==> src/rtl/skew_tr_pkg.sv <==
// skew_tr_pkg: shared types and helpers for the skew/transpose tile buffer.
//   drain_state_e : drain FSM states (IDLE, DRAIN)
//   beats()       : beats per tile, L = DEPTH + LANES - 1 + PAD
//   beat_cnt_w()  : width of a counter able to hold 0..L
package skew_tr_pkg;

    typedef enum logic [0:0] {
        IDLE  = 1'b0,
        DRAIN = 1'b1
    } drain_state_e;

    localparam int DEF_LANES = 4;
    localparam int DEF_DEPTH = 8;
    localparam int DEF_BITS  = 8;
    localparam int DEF_PAD   = 0;

    function automatic int beats(input int depth, input int lanes, input int pad);
        return depth + lanes - 1 + pad;
    endfunction

    function automatic int beat_cnt_w(input int l);
        return $clog2(l + 1);
    endfunction

    localparam int DEF_BEAT_W = beat_cnt_w(beats(DEF_DEPTH, DEF_LANES, DEF_PAD));

endpackage

==> src/rtl/skew_tr_bank.sv <==
// skew_tr_bank: one tile bank of the skew/transpose buffer.
// Ports:
//   clk, rst  : clock, synchronous active-high reset (clears the stored tile)
//   load_i    : capture tile_i into the bank
//   tile_i    : LANES x DEPTH x BITS tile, tile_i[l][k] = lane l element k
//   t_i       : beat index to read
//   col_o     : skewed column for beat t_i; lane l shows element t_i-l,
//               or zero when that index falls outside 0..DEPTH-1
module skew_tr_bank
    import skew_tr_pkg::*;
#(
    parameter int LANES = DEF_LANES,
    parameter int DEPTH = DEF_DEPTH,
    parameter int BITS  = DEF_BITS,
    parameter int CW    = DEF_BEAT_W
) (
    input  logic                                  clk,
    input  logic                                  rst,
    input  logic                                  load_i,
    input  logic [LANES-1:0][DEPTH-1:0][BITS-1:0] tile_i,
    input  logic [CW-1:0]                         t_i,
    output logic [LANES-1:0][BITS-1:0]            col_o
);

    logic [LANES-1:0][DEPTH-1:0][BITS-1:0] tile_q;

    // Tile storage: whole-tile parallel load.
    always_ff @(posedge clk) begin
        if (rst) begin
            tile_q <= '0;
        end else if (load_i) begin
            tile_q <= tile_i;
        end
    end

    // Skewed column read: lane l lags the tile by l beats, zero outside its window.
    always_comb begin
        col_o = '0;
        for (int l = 0; l < LANES; l++) begin
            if ((int'(t_i) >= l) && ((int'(t_i) - l) < DEPTH)) begin
                col_o[l] = tile_q[l][int'(t_i) - l];
            end else begin
                col_o[l] = '0;
            end
        end
    end

endmodule

==> src/rtl/skew_tr_buffer.sv <==
// skew_tr_buffer: double-buffered skew/transpose feeder for a systolic array edge.
// Accepts one LANES x DEPTH tile per handshake and streams it one skewed
// column per beat (L = DEPTH + LANES - 1 + PAD beats per tile).
// Ports:
//   clk, rst              : clock, synchronous active-high reset
//   in_valid/in_ready     : tile handshake; in_ready depends on registered state only
//   in_data               : in_data[l][k] = lane l element k (k=0 emitted first)
//   out_valid/out_ready   : beat handshake
//   out_data              : one skewed column, zero when out_valid is low
//   out_first, out_last   : beat 0 / beat L-1 of a tile
//   busy                  : at least one bank holds a tile
module skew_tr_buffer
    import skew_tr_pkg::*;
#(
    parameter int LANES = DEF_LANES,
    parameter int DEPTH = DEF_DEPTH,
    parameter int BITS  = DEF_BITS,
    parameter int PAD   = DEF_PAD
) (
    input  logic                                  clk,
    input  logic                                  rst,
    input  logic                                  in_valid,
    output logic                                  in_ready,
    input  logic [LANES-1:0][DEPTH-1:0][BITS-1:0] in_data,
    output logic                                  out_valid,
    input  logic                                  out_ready,
    output logic [LANES-1:0][BITS-1:0]            out_data,
    output logic                                  out_first,
    output logic                                  out_last,
    output logic                                  busy
);

    localparam int L  = beats(DEPTH, LANES, PAD);
    localparam int CW = beat_cnt_w(L);
    localparam logic [CW-1:0] LAST_BEAT = CW'(L - 1);

    typedef logic [LANES-1:0][BITS-1:0] col_t;

    drain_state_e state_q, state_d;
    logic [CW-1:0] beat_q, beat_d;
    logic          rd_ptr_q, rd_ptr_d;
    logic          wr_ptr_q, wr_ptr_d;
    logic [1:0]    count_q, count_d;
    logic          in_ready_q;
    logic          out_valid_q, out_valid_d;
    logic          out_first_q, out_first_d;
    logic          out_last_q, out_last_d;
    col_t          out_data_q, out_data_d;

    logic          accept_s;
    logic          fire_s;
    logic          last_fire_s;
    logic [CW-1:0] t0_s, t1_s;
    col_t          col0_s, col1_s;
    col_t          rd_col_s, oth_col_s, byp_col_s;

    assign accept_s    = in_valid & in_ready_q;
    assign fire_s      = out_valid_q & out_ready;
    assign last_fire_s = fire_s & (beat_q == LAST_BEAT);

    // Read index per bank: the draining bank looks one beat ahead so the
    // output register can be refilled on a fire; the other bank looks at beat 0.
    always_comb begin
        t0_s = '0;
        t1_s = '0;
        if (state_q == DRAIN) begin
            if (rd_ptr_q) begin
                t1_s = beat_q + CW'(1);
            end else begin
                t0_s = beat_q + CW'(1);
            end
        end else begin
            t0_s = '0;
            t1_s = '0;
        end
    end

    skew_tr_bank #(.LANES(LANES), .DEPTH(DEPTH), .BITS(BITS), .CW(CW)) u_bank0 (
        .clk    (clk),
        .rst    (rst),
        .load_i (accept_s & ~wr_ptr_q),
        .tile_i (in_data),
        .t_i    (t0_s),
        .col_o  (col0_s)
    );

    skew_tr_bank #(.LANES(LANES), .DEPTH(DEPTH), .BITS(BITS), .CW(CW)) u_bank1 (
        .clk    (clk),
        .rst    (rst),
        .load_i (accept_s & wr_ptr_q),
        .tile_i (in_data),
        .t_i    (t1_s),
        .col_o  (col1_s)
    );

    // Column sources: current bank, the other bank, and beat 0 of the tile on
    // in_data (only lane 0 is non-zero at beat 0), the latter so a tile loaded
    // this cycle can be presented next cycle without waiting for the bank write.
    always_comb begin
        byp_col_s    = '0;
        byp_col_s[0] = in_data[0][0];
        if (rd_ptr_q) begin
            rd_col_s  = col1_s;
            oth_col_s = col0_s;
        end else begin
            rd_col_s  = col0_s;
            oth_col_s = col1_s;
        end
    end

    // Occupancy and bank pointers.
    always_comb begin
        case ({accept_s, last_fire_s})
            2'b10:   count_d = count_q + 2'd1;
            2'b01:   count_d = count_q - 2'd1;
            default: count_d = count_q;
        endcase
        if (accept_s) begin
            wr_ptr_d = ~wr_ptr_q;
        end else begin
            wr_ptr_d = wr_ptr_q;
        end
        if (last_fire_s) begin
            rd_ptr_d = ~rd_ptr_q;
        end else begin
            rd_ptr_d = rd_ptr_q;
        end
    end

    // Drain FSM next state and next output beat; outputs hold unless a beat fires.
    always_comb begin
        state_d     = state_q;
        beat_d      = beat_q;
        out_valid_d = out_valid_q;
        out_first_d = out_first_q;
        out_last_d  = out_last_q;
        out_data_d  = out_data_q;
        case (state_q)
            IDLE: begin
                if (accept_s) begin
                    state_d     = DRAIN;
                    beat_d      = '0;
                    out_valid_d = 1'b1;
                    out_first_d = 1'b1;
                    out_last_d  = (LAST_BEAT == '0);
                    out_data_d  = byp_col_s;
                end else if (count_q != 2'd0) begin
                    state_d     = DRAIN;
                    beat_d      = '0;
                    out_valid_d = 1'b1;
                    out_first_d = 1'b1;
                    out_last_d  = (LAST_BEAT == '0);
                    out_data_d  = rd_col_s;
                end else begin
                    out_valid_d = 1'b0;
                    out_first_d = 1'b0;
                    out_last_d  = 1'b0;
                    out_data_d  = '0;
                end
            end
            DRAIN: begin
                if (last_fire_s) begin
                    if (count_q == 2'd2) begin
                        beat_d      = '0;
                        out_first_d = 1'b1;
                        out_last_d  = (LAST_BEAT == '0);
                        out_data_d  = oth_col_s;
                    end else if (accept_s) begin
                        beat_d      = '0;
                        out_first_d = 1'b1;
                        out_last_d  = (LAST_BEAT == '0);
                        out_data_d  = byp_col_s;
                    end else begin
                        state_d     = IDLE;
                        beat_d      = '0;
                        out_valid_d = 1'b0;
                        out_first_d = 1'b0;
                        out_last_d  = 1'b0;
                        out_data_d  = '0;
                    end
                end else if (fire_s) begin
                    beat_d      = beat_q + CW'(1);
                    out_first_d = 1'b0;
                    out_last_d  = ((beat_q + CW'(1)) == LAST_BEAT);
                    out_data_d  = rd_col_s;
                end else begin
                    beat_d = beat_q;
                end
            end
            default: begin
                state_d     = IDLE;
                beat_d      = '0;
                out_valid_d = 1'b0;
                out_first_d = 1'b0;
                out_last_d  = 1'b0;
                out_data_d  = '0;
            end
        endcase
    end

    // State and output registers.
    always_ff @(posedge clk) begin
        if (rst) begin
            state_q     <= IDLE;
            beat_q      <= '0;
            rd_ptr_q    <= 1'b0;
            wr_ptr_q    <= 1'b0;
            count_q     <= 2'd0;
            in_ready_q  <= 1'b0;
            out_valid_q <= 1'b0;
            out_first_q <= 1'b0;
            out_last_q  <= 1'b0;
            out_data_q  <= '0;
        end else begin
            state_q     <= state_d;
            beat_q      <= beat_d;
            rd_ptr_q    <= rd_ptr_d;
            wr_ptr_q    <= wr_ptr_d;
            count_q     <= count_d;
            in_ready_q  <= (count_d != 2'd2);
            out_valid_q <= out_valid_d;
            out_first_q <= out_first_d;
            out_last_q  <= out_last_d;
            out_data_q  <= out_data_d;
        end
    end

    assign in_ready  = in_ready_q;
    assign out_valid = out_valid_q;
    assign out_first = out_first_q;
    assign out_last  = out_last_q;
    assign out_data  = out_data_q;
    assign busy      = (count_q != 2'd0);

endmodule

==> config.mk <==
export PLATFORM = sky130hd
export DESIGN_NAME = skew_tr_buffer
export DESIGN_NICKNAME = d
export VERILOG_FILES = /design/src/rtl/skew_tr_pkg.sv /design/src/rtl/skew_tr_bank.sv /design/src/rtl/skew_tr_buffer.sv
export SDC_FILE = /design/constraint.sdc
export NUM_CORES = 1
export LEC_CHECK = 0
export CAP_MARGIN = 20
export CORE_MARGIN = 5
export CORE_UTILIZATION = 45
export DETAILED_ROUTE_END_ITERATION = 6
export PLACE_DENSITY = 0.71
export RECOVER_POWER = 50
export SYNTH_ARGS = -nofsm -noshare
export SYNTH_HDL_FRONTEND = slang
export SYNTH_SLANG_ARGS = --single-unit
==> constraint.sdc <==
create_clock -name clk -period 4.26 [get_ports clk]
set_input_delay 1.278 -clock clk [delete_from_list [all_inputs] [get_ports clk]]
set_output_delay 1.278 -clock clk [all_outputs]
set_load 0.03 [all_outputs]
Word level (Yosys, flattened, before mapping). Cells that the tools add are included. W data, S select, Z words.

Register bits: 557. Bits in latches: 0. Memory bits (writable): 0. ROM bits: 0. Output and inout port bits: 37. Memories: 0.

$add $sub $neg: 9. Multiply operators: 0. Div/mod/pow operators: 0. Order comparisons: 22. Eq/ne operators: 11. Shifts and indexed selects: 0. Multiplexer cells: 65. Bitwise gates (word level): 8. Reduce and logical (&&, ||, !) cells: 9.

Operators by type and width (number): $lt A32 B5 Y1 const B (12); $mux W32 (7); $bmux W8 S3 (8); $mux W8 (23); $pmux W32 S2 (1); $mux W4 (8); $sub A4 B2 Y5 const B (4); $ge A4 B2 Y1 const B (4); $lt A4 B4 Y1 const B (4); $mux W1 (12); $sub A4 B1 Y5 const B (2); $eq A4 B4 Y1 const B (2); $ge A4 B1 Y1 const B (2); $pmux W1 S2 (4); $pmux W4 S2 (1); $logic_and A1 B1 Y1 (6); $ne A2 B2 Y1 const B (3); $and A1 B1 Y1 (5); $add A4 B1 Y4 const B (1); $eq A2 B2 Y1 const B (2); $pmux W2 S2 (1); $ne A3 B1 Y1 const B (1); $ne A3 B3 Y1 const B (1); $not A1 Y1 (3); other kinds (7) (7).

Longest topological paths before layout.
Depth in word-level cells: 12. Depth in mapped cells: 17.

Hierarchy. A second synthesis with hierarchy kept.

Cells, all modules: 2471. Area total of the unflattened synthesis: 25491.9 µm².

Modules (own cells, without submodules): skew_tr_bank (instances 2, cells an instance 1076, area each 11263.3 µm², sequential area each 5124.9 µm²); skew_tr_buffer (instances 1, cells an instance 319, area each 2965.3 µm², sequential area each 900.9 µm²).

Worst setup path after synthesis. No wires, ideal clock.

Path type: register to register. Start point: reg beat_q[0]. End point: reg out_data_q (netlist bit out_data[21]). Setup time: 79 ps. Arrival time: 3845 ps. Data required time: 4181 ps. Slack: 336 ps. Cell stages (with the launch flop): 18. Buffers on the path: 7. Clock period less this slack: 3924 ps. Path through: dfxtp_1 > buf_2 > inv_2 > clkbuf_1 > ha_1 > clkbuf_1 > nor2_2 > inv_1 > clkbuf_1 > ha_1 > buf_2 > buf_1 > buf_2 > a221oi_1 > a311oi_1 > a21oi_1 > o32a_1 > a211oi_2.

Cells in the longest elaborated chain, start to end: 12.

Ends and longest elaborated chain: start, declared (line skew_tr_buffer.sv:40) `logic [CW-1:0] beat_q, beat_d;`; start signal, assigned (line skew_tr_buffer.sv:216) `beat_q <= beat_d;`; parallel branches: the longest is 12 deep, another holds $lt A32 B5 Y1; end signal, assigned (line skew_tr_buffer.sv:224) `out_data_q <= out_data_d;`; end, declared (line skew_tr_buffer.sv:48) `col_t out_data_q, out_data_d;`.

Parallel ways; which one is timed is not known. The select of a mux whose other input is x is not followed. A chain may end at the register's enable or synchronous reset.

Final worst setup path.
Start point: in in_valid. End point: reg u_bank1.tile_q[154] in the netlist's numbering.

Cells in the longest elaborated chain, start to end: 2.

Ends and longest elaborated chain: start, declared (line skew_tr_buffer.sv:22) `input logic in_valid,`; $and A1 B1 Y1 (line skew_tr_buffer.sv:57) `assign accept_s = in_valid & in_ready_q;`; $and A1 B1 Y1 (line skew_tr_buffer.sv:90) `.load_i (accept_s & wr_ptr_q),`; end signal, assigned (line skew_tr_bank.sv:32) `tile_q <= tile_i;`; end, declared (line skew_tr_bank.sv:25) `logic [LANES-1:0][DEPTH-1:0][BITS-1:0] tile_q;`.

No other way between the ends.

==> impl_metrics.json <==
{
  "clockRootBuffer": "clkbuf_16",
  "synth_cells": 3027,
  "fillCellCount": 4793,
  "hold_violations": 0,
  "insertion_delay_ps": 650,
  "drv_slew": 258,
  "violations": "capacitance limit, slew limit",
  "remaining_drc_errors": 0,
  "numCtsBuffers": 58,
  "worst_pin_slew_ps": 1597,
  "grt_pass1_wl_mm": 128.2,
  "synth_nets": 3301,
  "drt_iter0_markers": 2531,
  "setup_violations": 0,
  "antenna_found_initial": 6,
  "p_per_area_nw_per_um2": 403.6,
  "die_area_um2": 59480,
  "groute.usage.overall": 0.2690,
  "pin_count": 297,
  "synth_area_per_cell_um2": 8.132,
  "synth-edff-count": 0,
  "grt_pass1_vias": 22200,
  "cts_setup_buffers": 0,
  "nets": 3473,
  "crit_family": "buffers and inverters",
  "ys_async_sr_fraction": 0,
  "critPathArrivalTime_ps": 4390,
  "ant_nets": 0,
  "dieHeight_um": 243.9,
  "max_cap_viol_count": 1,
  "final.setup.tns_ps": 0,
  "place_congestion": 0.9566,
  "portBuffers": 296,
  "critPathBufInv": 3,
  "worstSetupPathType": "in -> reg",
  "crit_top_cell": "nand2_1",
  "clkSinkCount": 557,
  "ys_types": 89,
  "wl_per_cell_um": 21.26,
  "rsz0062_at_grt": "no",
  "synthesis.area_um2": 24620,
  "rows": 85,
  "period_needed_ps": 3827,
  "grt_max_degree": 132,
  "seq_area_frac_synth": 0.4530,
  "ctsHoldBuffers": 0,
  "max_clock_freq_mhz": 261.3,
  "ys_warn_count": 0,
  "status": "finished with violations",
  "cp_cell_sequence": "dlygate4sd3_1, and2_0, clkbuf_1, nand2_1, buf_6, nand2_1, a21oi_1",
  "area_growth_pct": 22.29,
  "slowest_stage": "nand2_1",
  "multi_input_area_um2": 12330,
  "hold_class": "reg -> reg",
  "fin_crit_sh": 0.8983,
  "final_area_um2": 30100,
  "h-tree-depth": 2,
  "end_kind": "flip-flop",
  "utilization": 0.5572,
  "irDropWorstVdd_uv": 352.7,
  "startpoint_type": "input port",
  "crit_fanout": 87,
  "cts_tree": "yes",
  "place_area_um2": 28130,
  "place_hpwl_mm": 58.73,
  "drive_above_1_share": 0.09682,
  "seqCellArea_um2": 11150,
  "cts_resized": 0,
  "cts.clk_slew.worst_paths_ps": 60,
  "vias_per_cell": 5.825,
  "clock_skew_ps": 26.56,
  "drt_pass1_iterations": 6,
  "crit_required_ps": 4820,
  "clockBufferDepth": 3,
  "num_vias": 22970,
  "start_util": 0.4556,
  "core_um2": 54030,
  "postRouteWirelength_mm": 83.83,
  "die_x_um": 243.9,
  "leakage_uw": 0.009967,
  "relSlewSlack": -0.06485,
  "grt_overflow": 0,
  "critical-path-max-stage-delay_ps": 1050,
  "synthFlopType": "dfxtp_1",
  "synth_seq_cells": 557
}
synth_stat cells (14+ instances only):
library cell  count  area, um2
nand2_1        1123       4215
a21oi_1         580       2903
dfxtp_1         557      11150
clkbuf_1        190      713.2
mux4_2           77       1734
nor2_1           59      221.5
mux2i_1          42      420.4
buf_2            21      105.1
nand3_1          21      105.1
a221oi_1         20      175.2
buf_1            20      75.07
o21ai_0          17      85.08
a31oi_1          15      93.84
a211oi_1         14      105.1
ha_1             14      175.2
placed cells by master, fill, tap and decap left out, types with 6 or more instances in the layout:
cell type / count
inv_2: 6
mux2i_1: 42
ha_1: 14
inv_1: 9
clkdlybuf4s50_1: 293
nor4_2: 6
mux4_2: 77
nand3_1: 21
clkbuf_16: 58
o21ai_0: 17
and2_1: 8
buf_12: 15
nand2b_1: 9
clkbuf_8: 16
o32a_1: 7
a221oi_1: 20
nand2_1: 1123
a22oi_1: 13
o211ai_1: 9
a21oi_1: 580
o22ai_1: 13
bufinv_16: 6
clkbuf_1: 10
a221oi_2: 8
mux2_2: 8
a311oi_1: 11
clkinv_2: 13
o221a_2: 13
a31oi_1: 15
dfxtp_1: 557
a211oi_1: 14
buf_4: 42
a211oi_2: 7
nor2_1: 58
layer usage:
metal | vias to the layer above | routed length [um] | share of wire | global-route usage
met4 | 2 | 3553 | 0.042 | 0.1203
met5 | - | 12 | 0.00014 | 0
met3 | 190 | 6592 | 0.079 | 0.04833
li1 | 10680 | - | - | -
met1 | 11050 | 33860 | 0.40 | 0.3535
met2 | 1042 | 39810 | 0.47 | 0.4356
cells by family after synthesis:
family          Yosys count  share of synthesized area
simple gates           1274                     0.2062
flops                   557                     0.4530
mux                     131                    0.09500
buf+inv                 265                    0.04681
compound gates          776                     0.1867
xor+xnor                 10                   0.005236
fa+ha+maj                14                   0.007116
area by class of cell:
type	instances	share of cell area
Antenna cell	5	0.0004156
Clock buffer	81	0.05640
Clock inverter	23	0.01093
Inverter	17	0.002535
Multi-Input combinational cell	2205	0.4097
Sequential cell	557	0.3704
Tap cell	696	0.02893
Timing Repair Buffer	360	0.1207
sequential cells by signal, indices dropped and copies added, names as in the netlist, 2 cells and up:
register        count
beat_q              4
u_bank1.tile_q    256
out_data           32
u_bank0.tile_q    256
count_q             2
per-stage QoR:
step	hold slack, ps	instances	total power [uW]	setup slack, ps
floorplan	431.5	3027	6295	335.5
global placement	438.1	3835	6888	509.1
detailed placement	446.0	3835	6917	467.0
CTS	454.7	3939	12210	807.1
global route	467.4	3944	12560	281.8
finish	452.9	3944	12150	433.2
worst min-delay path, cell delays in order, from the launching register on:
cell     delay [ps]
dfxtp_1         310
nand2_1          50
a21oi_1          50
where the power goes:
part,switching (uW),leakage (uW),internal (uW)
logic,768,0.00445,556
registers,108,0.00452,5380
clock network,2190,0.00100,3140
total,3070,0.00997,9080
worst paths after layout:
kind              slack (ps)                   to  cells past startpoint           startpoint
setup / recovery         430  u_bank1.tile_q[154]                      7             in_valid
hold / removal           450  u_bank0.tile_q[207]                      2  u_bank0.tile_q[207]
setup reg to reg         790         out_data[11]                     12            beat_q[0]
hold reg to reg          450  u_bank0.tile_q[207]                      2  u_bank0.tile_q[207]
No activity file was read; power rests on OpenSTA's default activity.
